File: src/rtl/mem_arbiter.sv
// Two-port arbiter sharing one single-ported byte-writable synchronous memory
// between instruction fetch (I) and load/store (D); D has priority, bounded by an I starvation counter.
module mem_arbiter #(
  parameter int MAX_IWAIT = 4
) (
  input  logic        clk,
  input  logic        rst_n,
  input  logic        i_req,
  input  logic [31:0] i_addr,
  output logic        i_gnt,
  output logic        i_rvalid,
  output logic [31:0] i_rdata,
  input  logic        d_req,
  input  logic [31:0] d_addr,
  input  logic [3:0]  d_we,
  input  logic [31:0] d_wdata,
  output logic        d_gnt,
  output logic        d_rvalid,
  output logic [31:0] d_rdata,
  input  logic        mem_ready,
  output logic        mem_en,
  output logic [31:0] mem_addr,
  output logic [3:0]  mem_we,
  output logic [31:0] mem_wdata,
  input  logic [31:0] mem_rdata
);

  localparam int IW = $clog2(MAX_IWAIT + 1);
  localparam logic [IW-1:0] IWAIT_MAX = IW'(MAX_IWAIT);

  // Handshake: a request is accepted in the cycle where req and gnt are both
  // high; the requester holds its address/data stable until then.

  logic [IW-1:0] iwait, iwait_nxt;
  logic          rd_pending, rd_owner;
  logic          i_starved;

  assign i_starved = (iwait == IWAIT_MAX);

  // Grants are gated by rst_n so nothing is issued while reset is held.
  always_comb begin
    i_gnt = 1'b0;
    d_gnt = 1'b0;
    if (rst_n && mem_ready) begin
      if (i_req && (!d_req || i_starved)) i_gnt = 1'b1;
      else if (d_req)                     d_gnt = 1'b1;
    end
  end

  always_comb begin
    mem_en    = i_gnt | d_gnt;
    mem_addr  = 32'h0;
    mem_we    = 4'h0;
    mem_wdata = 32'h0;
    if (i_gnt) begin
      mem_addr = i_addr;
    end else if (d_gnt) begin
      mem_addr  = d_addr;
      mem_we    = d_we;
      mem_wdata = d_wdata;
    end
  end

  // Denied cycles count even when the memory is not ready.
  always_comb begin
    iwait_nxt = '0;
    if (i_req && !i_gnt) iwait_nxt = i_starved ? iwait : iwait + IW'(1);
  end

  always_ff @(posedge clk or negedge rst_n) begin
    if (!rst_n) begin
      iwait      <= '0;
      rd_pending <= 1'b0;
      rd_owner   <= 1'b0;
    end else begin
      iwait      <= iwait_nxt;
      rd_pending <= i_gnt | (d_gnt && (d_we == 4'h0));
      rd_owner   <= d_gnt;
    end
  end

  assign i_rvalid = rd_pending & ~rd_owner;
  assign d_rvalid = rd_pending & rd_owner;
  assign i_rdata  = mem_rdata;
  assign d_rdata  = mem_rdata;

endmodule

File: config.mk
export PLATFORM = sky130hd
export DESIGN_NAME = mem_arbiter
export DESIGN_NICKNAME = d
export VERILOG_FILES = /design/src/rtl/mem_arbiter.sv
export SDC_FILE = /design/constraint.sdc
export NUM_CORES = 1
export LEC_CHECK = 0
export ABC_CLOCK_PERIOD_IN_PS = 1600
export CAP_MARGIN = 20
export CORE_AREA = 3 3 104 106
export DETAILED_ROUTE_END_ITERATION = 16
export DIE_AREA = 0 0 107 109
export HOLD_SLACK_MARGIN = 0.03
export SLEW_MARGIN = 20
export SYNTH_ARGS = -nofsm -noshare
export SYNTH_HDL_FRONTEND = slang
export SYNTH_SLANG_ARGS = --single-unit
File: constraint.sdc
create_clock -name clk -period 1.6 [get_ports clk]
set_clock_uncertainty 0.05 [all_clocks]
set_input_delay 0.24 -clock clk [delete_from_list [all_inputs] [get_ports clk]]
set_output_delay 0.24 -clock clk [all_outputs]
set_load 0.01 [all_outputs]
Word-level counts from Yosys, hierarchy flattened

Index checks and enable logic that the tools add are counted.

Bits in registers: 5
Latch bits: 0
Bits in writable memories: 0
Memory bits (read-only): 0
Memories: 0

Add/sub/neg operators: 1
Multipliers: 0
Divide/modulo/power cells: 0
Order comparisons: 0
Eq/ne operators: 2
Shifts and indexed selects: 0
Multiplexer cells: 13
Bitwise operators: 5
Reduce and logical (&&, ||, !) cells: 8

Operators by type and width:

| operator            | number |
|---|---|
| $mux 32             | 4 |
| $mux 4              | 2 |
| $mux 3              | 2 |
| $mux 1              | 5 |
| $logic_and 1x1->1   | 4 |
| $logic_not 4->1     | 1 |
| $add 3x1->3 const B | 1 |
| $eq 3x3->1 const B  | 1 |
| $and 1x1->1         | 2 |
| $logic_not 1->1     | 2 |
| $ne 2x2->1 const B  | 1 |
| $or 1x1->1          | 2 |
| $logic_or 1x1->1    | 1 |
| $not 1->1           | 1 |

Depth between registers and ports, before layout

Depth in word-level cells: 8
Mapped depth: 6
Depth with buffers taken out: 5

Least setup slack after synthesis

No wires, ideal clock.

Path type: register to output
Start point: reg iwait[0]
End point: out mem_addr[23]
Arrival: 1406 ps
Required time: 1310 ps
Slack: -96 ps
Cell stages (with the launch flop): 7
Buffers on the path: 1
Cells stage by stage: dfrtp_1 inv_1 ha_1 nand2_4 a21oi_4 buf_6 a22o_1

RTL lines:

| what                   | line | text |
|---|---|---|
| start, declared        | 34   | `logic [IW-1:0] iwait, iwait_nxt;` |
| start signal, assigned | 76   | `iwait <= iwait_nxt;` |
| $eq 3x3->1             | 38   | `assign i_starved = (iwait == IWAIT_MAX);` |
| $logic_or 1x1->1       | 45   | `if (i_req && (!d_req \|\| i_starved)) i_gnt = 1'b1;` |
| $logic_and 1x1->1      | 45   |  |
| $mux 1                 | 45   |  |
| $mux 1                 | 44   | `if (rst_n && mem_ready) begin` |
| named net i_gnt        | 10   | `output logic i_gnt,` |
| $mux 32                | 55   | `if (i_gnt) begin` |
| end, declared          | 22   | `output logic [31:0] mem_addr,` |

The timed path passes the listed nets, and every way through them passes these cells.

Worst setup path after layout

Start point: reg iwait[0]
End point: out mem_addr[10]

Cells in the longest elaborated chain, start to end: 7

Ends and longest elaborated chain:

| what                  | line | text |
|---|---|---|
| $eq 3x3->1 (*)        | 38   |  |
| $logic_or 1x1->1 (*)  | 45   |  |
| $logic_and 1x1->1 (*) | 45   |  |
| $mux 1                | 45   |  |
| $mux 1                | 44   |  |
| $mux 32               | 57   | `end else if (d_gnt) begin` |
| $mux 32 (*)           | 55   |  |

Mark *: on every way between the ends. The rest lies on a longest branch, timed or not.

==> results_dict.tcl <==
set metrics [dict create \
    synth_cells 172 \
    hold_violations 0 \
    ys_types 24 \
    core-area_um2 9864 \
    synth_async_sr_flop_share 1.000 \
    place_inst 420 \
    clkTransAtPathRegs_ns 0.03 \
    dr.pass1.iters 4 \
    overflow 0 \
    period_minus_slack_ns 2.041 \
    portBuffers 177 \
    max_freq_mhz 490.1 \
    hold_ws_ns 0.05103 \
    use_met1 0.1202 \
    slew_headroom 0.8071 \
    grt_use_total 0.1161 \
    synth_seq_area_share 0.08842 \
    grt-busiest-layer "met2" \
    tritoncts.num_buffers 3 \
    slew_viol_final 0 \
    worstSetupStartpointType "flop" \
    vias 1767 \
    fin_util 0.3357 \
    syn_area_per_cell_um2 8.227 \
    rsz0062_at_grt "true" \
    cp.required_ns 1.31 \
    finalWirelength_um 7848 \
    avgViaCountPerCell 3.875 \
    regArea_um2 125.1 \
    fillers 1020 \
    crit_type "flop to primary output" \
    multi_input_area_um2 752.0 \
    die_area_um2 11660 \
    antenna_cells 0 \
    fp.dieH_um 109 \
    cts_hold_buffers 0 \
    yosysMostFrequentCell "buf_4" \
    start_util 0.1435 \
    antenna_found_initial 1 \
    yosys-top-cells-area "buf_4 (34%), a22o_1 (17%), and2_1 (16%)" \
    drc 0 \
    cts_num_sinks 5 \
    yosys-top-cells-count "buf_4 (64), and2_1 (37), a22o_1 (28)" \
    finalSetupViolCount 71 \
    ios 274 \
    yosysTopAreaCell "buf_4" \
    nets 463 \
    drive_gt1_frac 0.4520 \
    outcome "finished, violations left" \
    grt_use_met3 0.03612 \
    fin_ws_ns -0.4405 \
    ir_drop_mv 0.3478 \
    grt_pass1_vias 1728 \
    cts_tree "built" \
    p_leak_nw 1.545 \
    place_hpwl_um 5464 \
    core.rowCount 36 \
    worst_skew_pair.late_latency_ns 0.22 \
    h-tree-depth 1 \
    wl_per_cell_um 17.21 \
    worstPathArrival_ns 1.75 \
    hold_class "input pin to async pin" \
    period_share 1.275 \
    worst_pin_slew_ns 0.2880 \
    final_cells 456 \
    synth_fp_nets 311 \
    grt_pass1_wl_um 10140 \
    critPathCaptureType "primary output" \
    worstPathMaxFanout 10 \
    cap_violations 0 \
    synth_edf_count 0 \
    grt_max_degree 21 \
    synth_area_um2 1415 \
    met2_usage 0.2194 \
    synthFlopType "dfrtp_1" \
    ant_nets 0 \
    gp_congestion 0.6949 \
    violations "negative setup slack" \
    p_per_area_nw_per_um2 424.8 \
    ys.warnings.count 0 \
    ys_ff_latch 5 \
    root_buffer "clkbuf_8" \
    cts_max_path_buffers 2 \
    netlist.area_leader.share 0.3395 \
    die_x_um 107 \
    drt_iter0_markers 57 \
    syn_to_final_growth_pct 134.0 \
]
-- per-stage QoR --
stage	worst slack, ns	TNS, ns	total power, mW	area, µm²
floorplan	0.01525	0	0.6400	1428
global placement	-0.7760	-50.74	0.9734	2888
detailed placement	-0.7919	-51.83	0.9967	2888
CTS	-0.4603	-23.88	1.386	3223
finish	-0.4405	-22.44	1.407	3312
global route	-0.5204	-27.72	1.501	3312
-- cell type report --
cell class | instances | share of cell area
timing repair buffer | 221 | 0.6691
multi-input combinational | 91 | 0.2270
tap | 133 | 0.05025
sequential | 5 | 0.03778
clock buffer | 4 | 0.01360
inverter | 2 | 0.002267
-- critical path, cell delays in order (launching register included) --
cell,delay [ns]
dfrtp_1,0.37
inv_2,0.07
ha_4,0.15
buf_6,0.10
nand2_4,0.05
a21oi_4,0.23
buf_12,0.15
clkbuf_16,0.15
a22o_1,0.13
buf_2,0.13
-- path summary, 6_finish.rpt --
kind                                           start              endpoint  slack (ns)  depth (start not counted)
worst max-delay path            iwait[0]$_DFFE_PN0P_          mem_addr[10]       -0.44                          9
worst min-delay path                           rst_n  iwait[2]$_DFFE_PN0P_        0.05                          2
worst max register to register  iwait[0]$_DFFE_PN0P_  rd_pending$_DFF_PN0_        0.13                          8
worst min register to register  iwait[0]$_DFFE_PN0P_  iwait[0]$_DFFE_PN0P_        0.60                          3
max in group asynchronous                      rst_n    rd_owner$_DFF_PN0_        1.33                          2
min in group clk                       mem_rdata[20]           d_rdata[20]        0.43                          0
-- flip-flops by register name, summed over array words and instances, names as in the netlist --
| name | flops |
|---|---|
| rd_owner | 1 |
| rd_pending | 1 |
| iwait | 3 |
-- cell families after synthesis --
group | Yosys count | synth area share
compound gates | 38 | 0.2467
fa+ha+maj | 2 | 0.01768
xor+xnor | 1 | 0.006190
flops | 5 | 0.08842
simple gates | 50 | 0.2166
buf+inv | 76 | 0.4244
-- timing repair --
action	CTS	global route
cloned	8	3
endpoints found under the hold margin	0	0
setup endpoints to repair	71	71
buffers inserted	21	6
pin swaps	15	20
gates resized for setup	344	19
-- power breakdown --
part / internal, mW / switching [mW]
sequential: 0.157 / 0.0253
clock: 0.171 / 0.0561
combinational: 0.661 / 0.337
-- per-layer routing --
metal | routed length, µm | vias to the layer above
li1 | - | 828
met1 | 2739 | 797
met2 | 4134 | 109
met3 | 752 | 31
met4 | 201 | 2
met5 | 20 | -
-- placed cells by master (no fill, tap or decap), drive strengths merged --
cell             n
xnor2            1
a31oi            2
ha               2
a21boi           1
nor2             3
clkbuf           8
nand3            3
inv              2
clkdlybuf4s50  102
buf            111
dlygate4sd2      4
nand2            3
nor2b            1
nor3             1
a21oi            2
o21bai           1
a22o            32
and2            37
or2              1
dfrtp            5
or4              1
Power figures use the tool's default switching activity.
==> RTL edit 1 (same settings) <==
The parameter `MAX_IWAIT` goes from 4 to 8.
--- a/src/rtl/mem_arbiter.sv
+++ b/src/rtl/mem_arbiter.sv
@@ -1,7 +1,7 @@
 // Two-port arbiter sharing one single-ported byte-writable synchronous memory
 // between instruction fetch (I) and load/store (D); D has priority, bounded by an I starvation counter.
 module mem_arbiter #(
-  parameter int MAX_IWAIT = 4
+  parameter int MAX_IWAIT = 8
 ) (
   input  logic        clk,
   input  logic        rst_n,
Check against the original RTL: not equivalent (a bounded check fails within 10 cycles, from zero or initial values and one cycle with rst_n low).
==> RTL edit 1 against the unedited design <==
- the run still ends with negative setup slack left
- critical endpoint is now mem_addr[28]
- design area rose by 17%
- setup slack improved by 0.028 ns
- combinational power decreased by 13%
- sequential share of layout area rose by 0.094 points
- clock power grew 8%
- power is 9.4% lower
- critical path type unchanged
- area after synthesis up 17%
- wire length grew 9.6%
- non-clock buffer count grew 6
- highest routed layer is now met4
- sequential cell count increased by 1
- worst hold slack improved by 0.22 ns
==> RTL edit 1: results (changes against the unedited design) <==
| Metric | Value |
|---|---|
| R2R Path End | iwait[3]$_DFFE_PN0P_ (was rd_pending$_DFF_PN0_) |
| Outcome | finished with violations (unchanged) |
| Cell Count Post-Placement | 498 (was 420) |
| Biggest regs | iwait (4), rd_owner (1), rd_pending (1) (was iwait (3), rd_owner (1), rd_pending (1)) |
| Slowest stage delay, CP | 0.35 ns (was 0.37 ns) |
| Non-clk invs | 5 (was 2) |
| Pwr Density | 328.6 nW/um^2 (was 424.8 nW/um^2) |
| Worst R2R Start | iwait[1]$_DFFE_PN0P_ (was iwait[0]$_DFFE_PN0P_) |
| Worst slew pin tran | 0.3394 ns (was 0.2880 ns) |
| GPL Wtd Cong | 0.7524 (was 0.6949) |
| Worst EP arrival | 1.72 ns (was 1.75 ns) |
| NumNets Final | 539 (was 463) |
| Grt met2 use | 22.30% (was 21.94%) |
| Setup crit end | mem_addr[28] (was mem_addr[10]) |
| Comb_multi_in | 157 (was 91) |
| Final setup viols | 74 (was 71) |
| First-pass GRT wire length | 11280 um (was 10140 um) |
| GRT Util Overall | 12.15% (was 11.61%) |
| Most common library cells after synthesis | buf_4 (67), nand2_1 (67), o22ai_1 (32) (was buf_4 (64), and2_1 (37), a22o_1 (28)) |
| Mapped Avg Cell Area | 6.668 um^2 (was 8.227 um^2) |
| Worst-path maximum fanout | 5 (was 10) |
| DP HPWL | 5683 um (was 5464 um) |
| Nonclk buf count | 227 (was 221) |
| M3 GR Usage | 2.960% (was 3.612%) |
| Setup ws final | -0.4123 ns (was -0.4405 ns) |
| Wl on met1 | 3375 um (was 2739 um) |
| Fill cells | 1002 (was 1020) |
| Initial antenna violation count | 0 (was 1) |
| Sequential area share after synthesis | 9.043% (was 8.842%) |
| Place WS | -0.7525 ns (was -0.7919 ns) |
| Largest net degree at the start of global routing | 68 (was 21) |
| Leakage | 0.001679 uW (was 0.001545 uW) |
| Placed inst area | 3199 um^2 (was 2888 um^2) |
| Reg2reg path depth | 9 (was 8) |
| Failing checks | negative setup slack (unchanged) |
| Post-synthesis compound-gate area fraction | 15.15% (was 24.67%) |
| Number of global-route vias before repair | 2146 (was 1728) |
| Routed length on met2 | 4346 um (was 4134 um) |
| Total Wirelength | 8604 um (was 7848 um) |
| Initial DRC count | 53 (was 57) |
| Multi-input gate share of total cell area | 31.07% (was 22.70%) |
-- RTL edit 1: logic make-up after synthesis --
logic type	after synthesis
xor gates and xnor gates	2
DFF	6
buffers and inverters	86
adders and majority gates	2
and+or+nand+nor	114
AOI/OAI and AO/OA	39
-- RTL edit 1: worst register-to-register path: stages (launching register included) --
cell and delay [ns]:
dfrtp_1 0.38, inv_2 0.09, ha_4 0.13, and3b_2 0.22, o21ai_4 0.07, buf_6 0.13
buf_12 0.13, buf_6 0.11, buf_6 0.11, o211a_1 0.21
-- RTL edit 1: where the power goes --
| part | internal [uW] | switching [uW] |
|---|---|---|
| Clock | 163 | 81.5 |
| Sequential | 160 | 4.81 |
| Combinational | 552 | 312 |
| Total | 876 | 398 |
-- RTL edit 1: what timing repair did --
action / in CTS / in global routing
pin swaps: 32 / 9
setup buffers: 24 / 3
cloned: 7 / 3
gates resized for setup: 375 / 56
setup endpoints to repair: 71 / 74
==> RTL edit 2 (same flow settings) <==
Made on the original files. Make the reset (`rst_n`) synchronous in one clocked block.
--- a/src/rtl/mem_arbiter.sv
+++ b/src/rtl/mem_arbiter.sv
@@ -67,7 +67,7 @@
     if (i_req && !i_gnt) iwait_nxt = i_starved ? iwait : iwait + IW'(1);
   end
 
-  always_ff @(posedge clk or negedge rst_n) begin
+  always_ff @(posedge clk) begin
     if (!rst_n) begin
       iwait      <= '0;
       rd_pending <= 1'b0;
Formal check against the unedited RTL: differs if rst_n is asserted again (counterexample within 4 cycles, from zero or initial values and one cycle with rst_n low); with rst_n held inactive, the same outputs for 10 cycles.
==> RTL edit 2 against the unedited design <==
- the run still ends with negative setup slack left
- clock power up 2%
- wire length up 4.3%
- sequential cell count unchanged
- critical endpoint is now mem_addr[23]
- area after synthesis down 5.3%
- power down 28%
- design area up 0.11%
- combinational power down 36%
- setup slack better by 0.076 ns
==> RTL edit 2: results (changes against the unedited design) <==
| Metric | Value |
|---|---|
| Outcome | finished with violations (unchanged) |
| Failing checks | negative setup slack (unchanged) |
| Number of inserted diodes | 0 (unchanged) |
| First-pass DRT Iterations | 4 (unchanged) |
| CTS Buffer Depth | 2 (unchanged) |
| Share of cells above drive strength 1 | 47.04% (was 45.20%) |
| Hold WC Path Type | in -> reg (was in -> async) |
| Final setup viols | 70 (was 71) |
| Leakage | 0.001553 uW (was 0.001545 uW) |
| Syn nets | 309 (was 311) |
| Worst EP arrival | 1.67 ns (was 1.75 ns) |
| Yosys cell types | 24 (unchanged) |
| Biggest regs | iwait (3), rd_owner (1), rd_pending (1) (unchanged) |
| Top layer used by detailed routing | met4 (was met5) |
| Total CTS buffers | 3 (unchanged) |
| GRT Util Overall | 12.00% (was 11.61%) |
| Total Wirelength | 8187 um (was 7848 um) |
| DR vias/cell | 3.881 (was 3.875) |
| CTS clk-pin slew, worst paths | 0.03 ns (about the same) |
| Fill cells | 1010 (was 1020) |
| Relative slew slack | 73.54% (was 80.71%) |
| Max IR drop VDD | 0.5748 mV (was 0.3478 mV) |
| Initial DRC count | 94 (was 57) |
| Most common library cells after synthesis | buf_4 (64), and2_1 (37), a22o_1 (32) (was buf_4 (64), and2_1 (37), a22o_1 (28)) |
| Largest cells by area after synthesis | buf_4 (36%), a22o_1 (21%), and2_1 (17%) (was buf_4 (34%), a22o_1 (17%), and2_1 (16%)) |
| Number of global-route vias before repair | 1805 (was 1728) |
| Most common flop cell mapped by yosys | dfxtp_1 (was dfrtp_1) |
| Routed wl met3 | 802 um (was 752 um) |
| First-pass GRT wire length | 10630 um (was 10140 um) |
| Setup ws final | -0.3648 ns (was -0.4405 ns) |
| DRC Markers | 0 (unchanged) |
| Wl on met1 | 2990 um (was 2739 um) |
| DP HPWL | 5447 um (was 5464 um) |
| Routed length on met2 | 4338 um (was 4134 um) |
| Max_cap viols | 0 (unchanged) |
| Clk Latency, worst-skew pair | 0.22 ns (about the same) |
| Largest net degree at the start of global routing | 28 (was 21) |
| Sequential area share after synthesis | 7.470% (was 8.842%) |
| Cell Count Post-Placement | 422 (was 420) |
| Async SR Flop Fraction | 0% (was 100.0%) |
| Worst-path maximum fanout | 7 (was 10) |
| Avg WL per Cell | 18.03 um (was 17.21 um) |
| GPL Wtd Cong | 0.7561 (was 0.6949) |
| NumNets Final | 461 (was 463) |
| Initial antenna violation count | 0 (was 1) |
| # H-tree levels | 1 (unchanged) |
| PortBufs | 177 (unchanged) |
| Syn. warnings | 0 (unchanged) |
| Mapped Avg Cell Area | 7.883 um^2 (was 8.227 um^2) |
| Clock Root Buffer | clkbuf_8 (unchanged) |
==> RTL edit 2: layout make-up <==
type / instances / area, um^2 / area share [%]
clock buffer: 4 / 45.04 / 1.358
multi-input combinational: 89 / 770.7 / 23.25
sequential: 5 / 102.6 / 3.094
inverter: 2 / 7.507 / 0.2264
timing repair buffer: 221 / 2223 / 67.06
tap: 133 / 166.4 / 5.019
==> RTL edit 2: metrics by stage <==
step / area, um^2 / setup TNS [ns] / hold slack (ns) / util (%) / worst slack [ns]
4_1_cts: 3222 / -21.83 / 0.4272 / 32.66 / -0.4367
5_1_grt: 3316 / -23.81 / 0.4300 / 33.61 / -0.4184
2_1_floorplan: 1343 / 0 / 0.3038 / - / 0.01127
3_3_place_gp: 2889 / -52.29 / 0.4301 / 29.29 / -0.8010
3_5_place_dp: 2889 / -53.53 / 0.4301 / 29.29 / -0.8158
6_report: 3316 / -19.07 / 0.4227 / 33.61 / -0.3648
==> RTL edit 2: repair_timing <==
item	4_1_cts	5_1_grt
pin swaps	30	24
buffers inserted	19	3
resized for setup	349	23
hold buffers	0	0
cloned	8	4
endpoints found under the setup margin	72	74
==> RTL edit 2: path summary, 6_finish.rpt <==
check / slack (ns) / endpoint / depth (start not counted) / start
max reg2reg: 0.02 / iwait[2]$_SDFFE_PN0N_ / 10 / iwait[0]$_SDFFE_PN0N_
max: -0.36 / mem_addr[23] / 8 / iwait[0]$_SDFFE_PN0N_
min: 0.42 / rd_owner$_SDFF_PN0_ / 3 / d_req
min reg2reg: 0.51 / rd_owner$_SDFF_PN0_ / 1 / iwait[2]$_SDFFE_PN0N_
==> RTL edit 2: logic make-up after synthesis <==
| family | share of synthesized area [%] |
|---|---|
| xor gates and xnor gates | 0.6537 |
| adders and majority gates | 1.867 |
| buffers and inverters | 41.55 |
| AOI/OAI and AO/OA | 25.96 |
| DFF | 7.470 |
| muxes | 0.7470 |
| and+or+nand+nor | 21.76 |
==> RTL edit 2: power breakdown <==
part	internal (uW)	switching [uW]
sequential	130	2.71
combinational	440	203
clock	171	60.7
total	741	267
==> RTL edit 2: per-layer routing <==
layer / vias up / GRT usage, %
li1: 826 / -
met1: 823 / 12.64
met2: 103 / 23.47
met3: 10 / 4.085
met4: 0 / 1.735
met5: - / 0
==> RTL edit 2: worst max-delay path, stage by stage (launching register included) <==
cell       delay (ns)
dfxtp_2          0.31
inv_2            0.06
ha_4             0.17
a31oi_4          0.11
buf_12           0.16
buf_8            0.13
clkbuf_16        0.15
a22o_1           0.21
buf_2            0.14
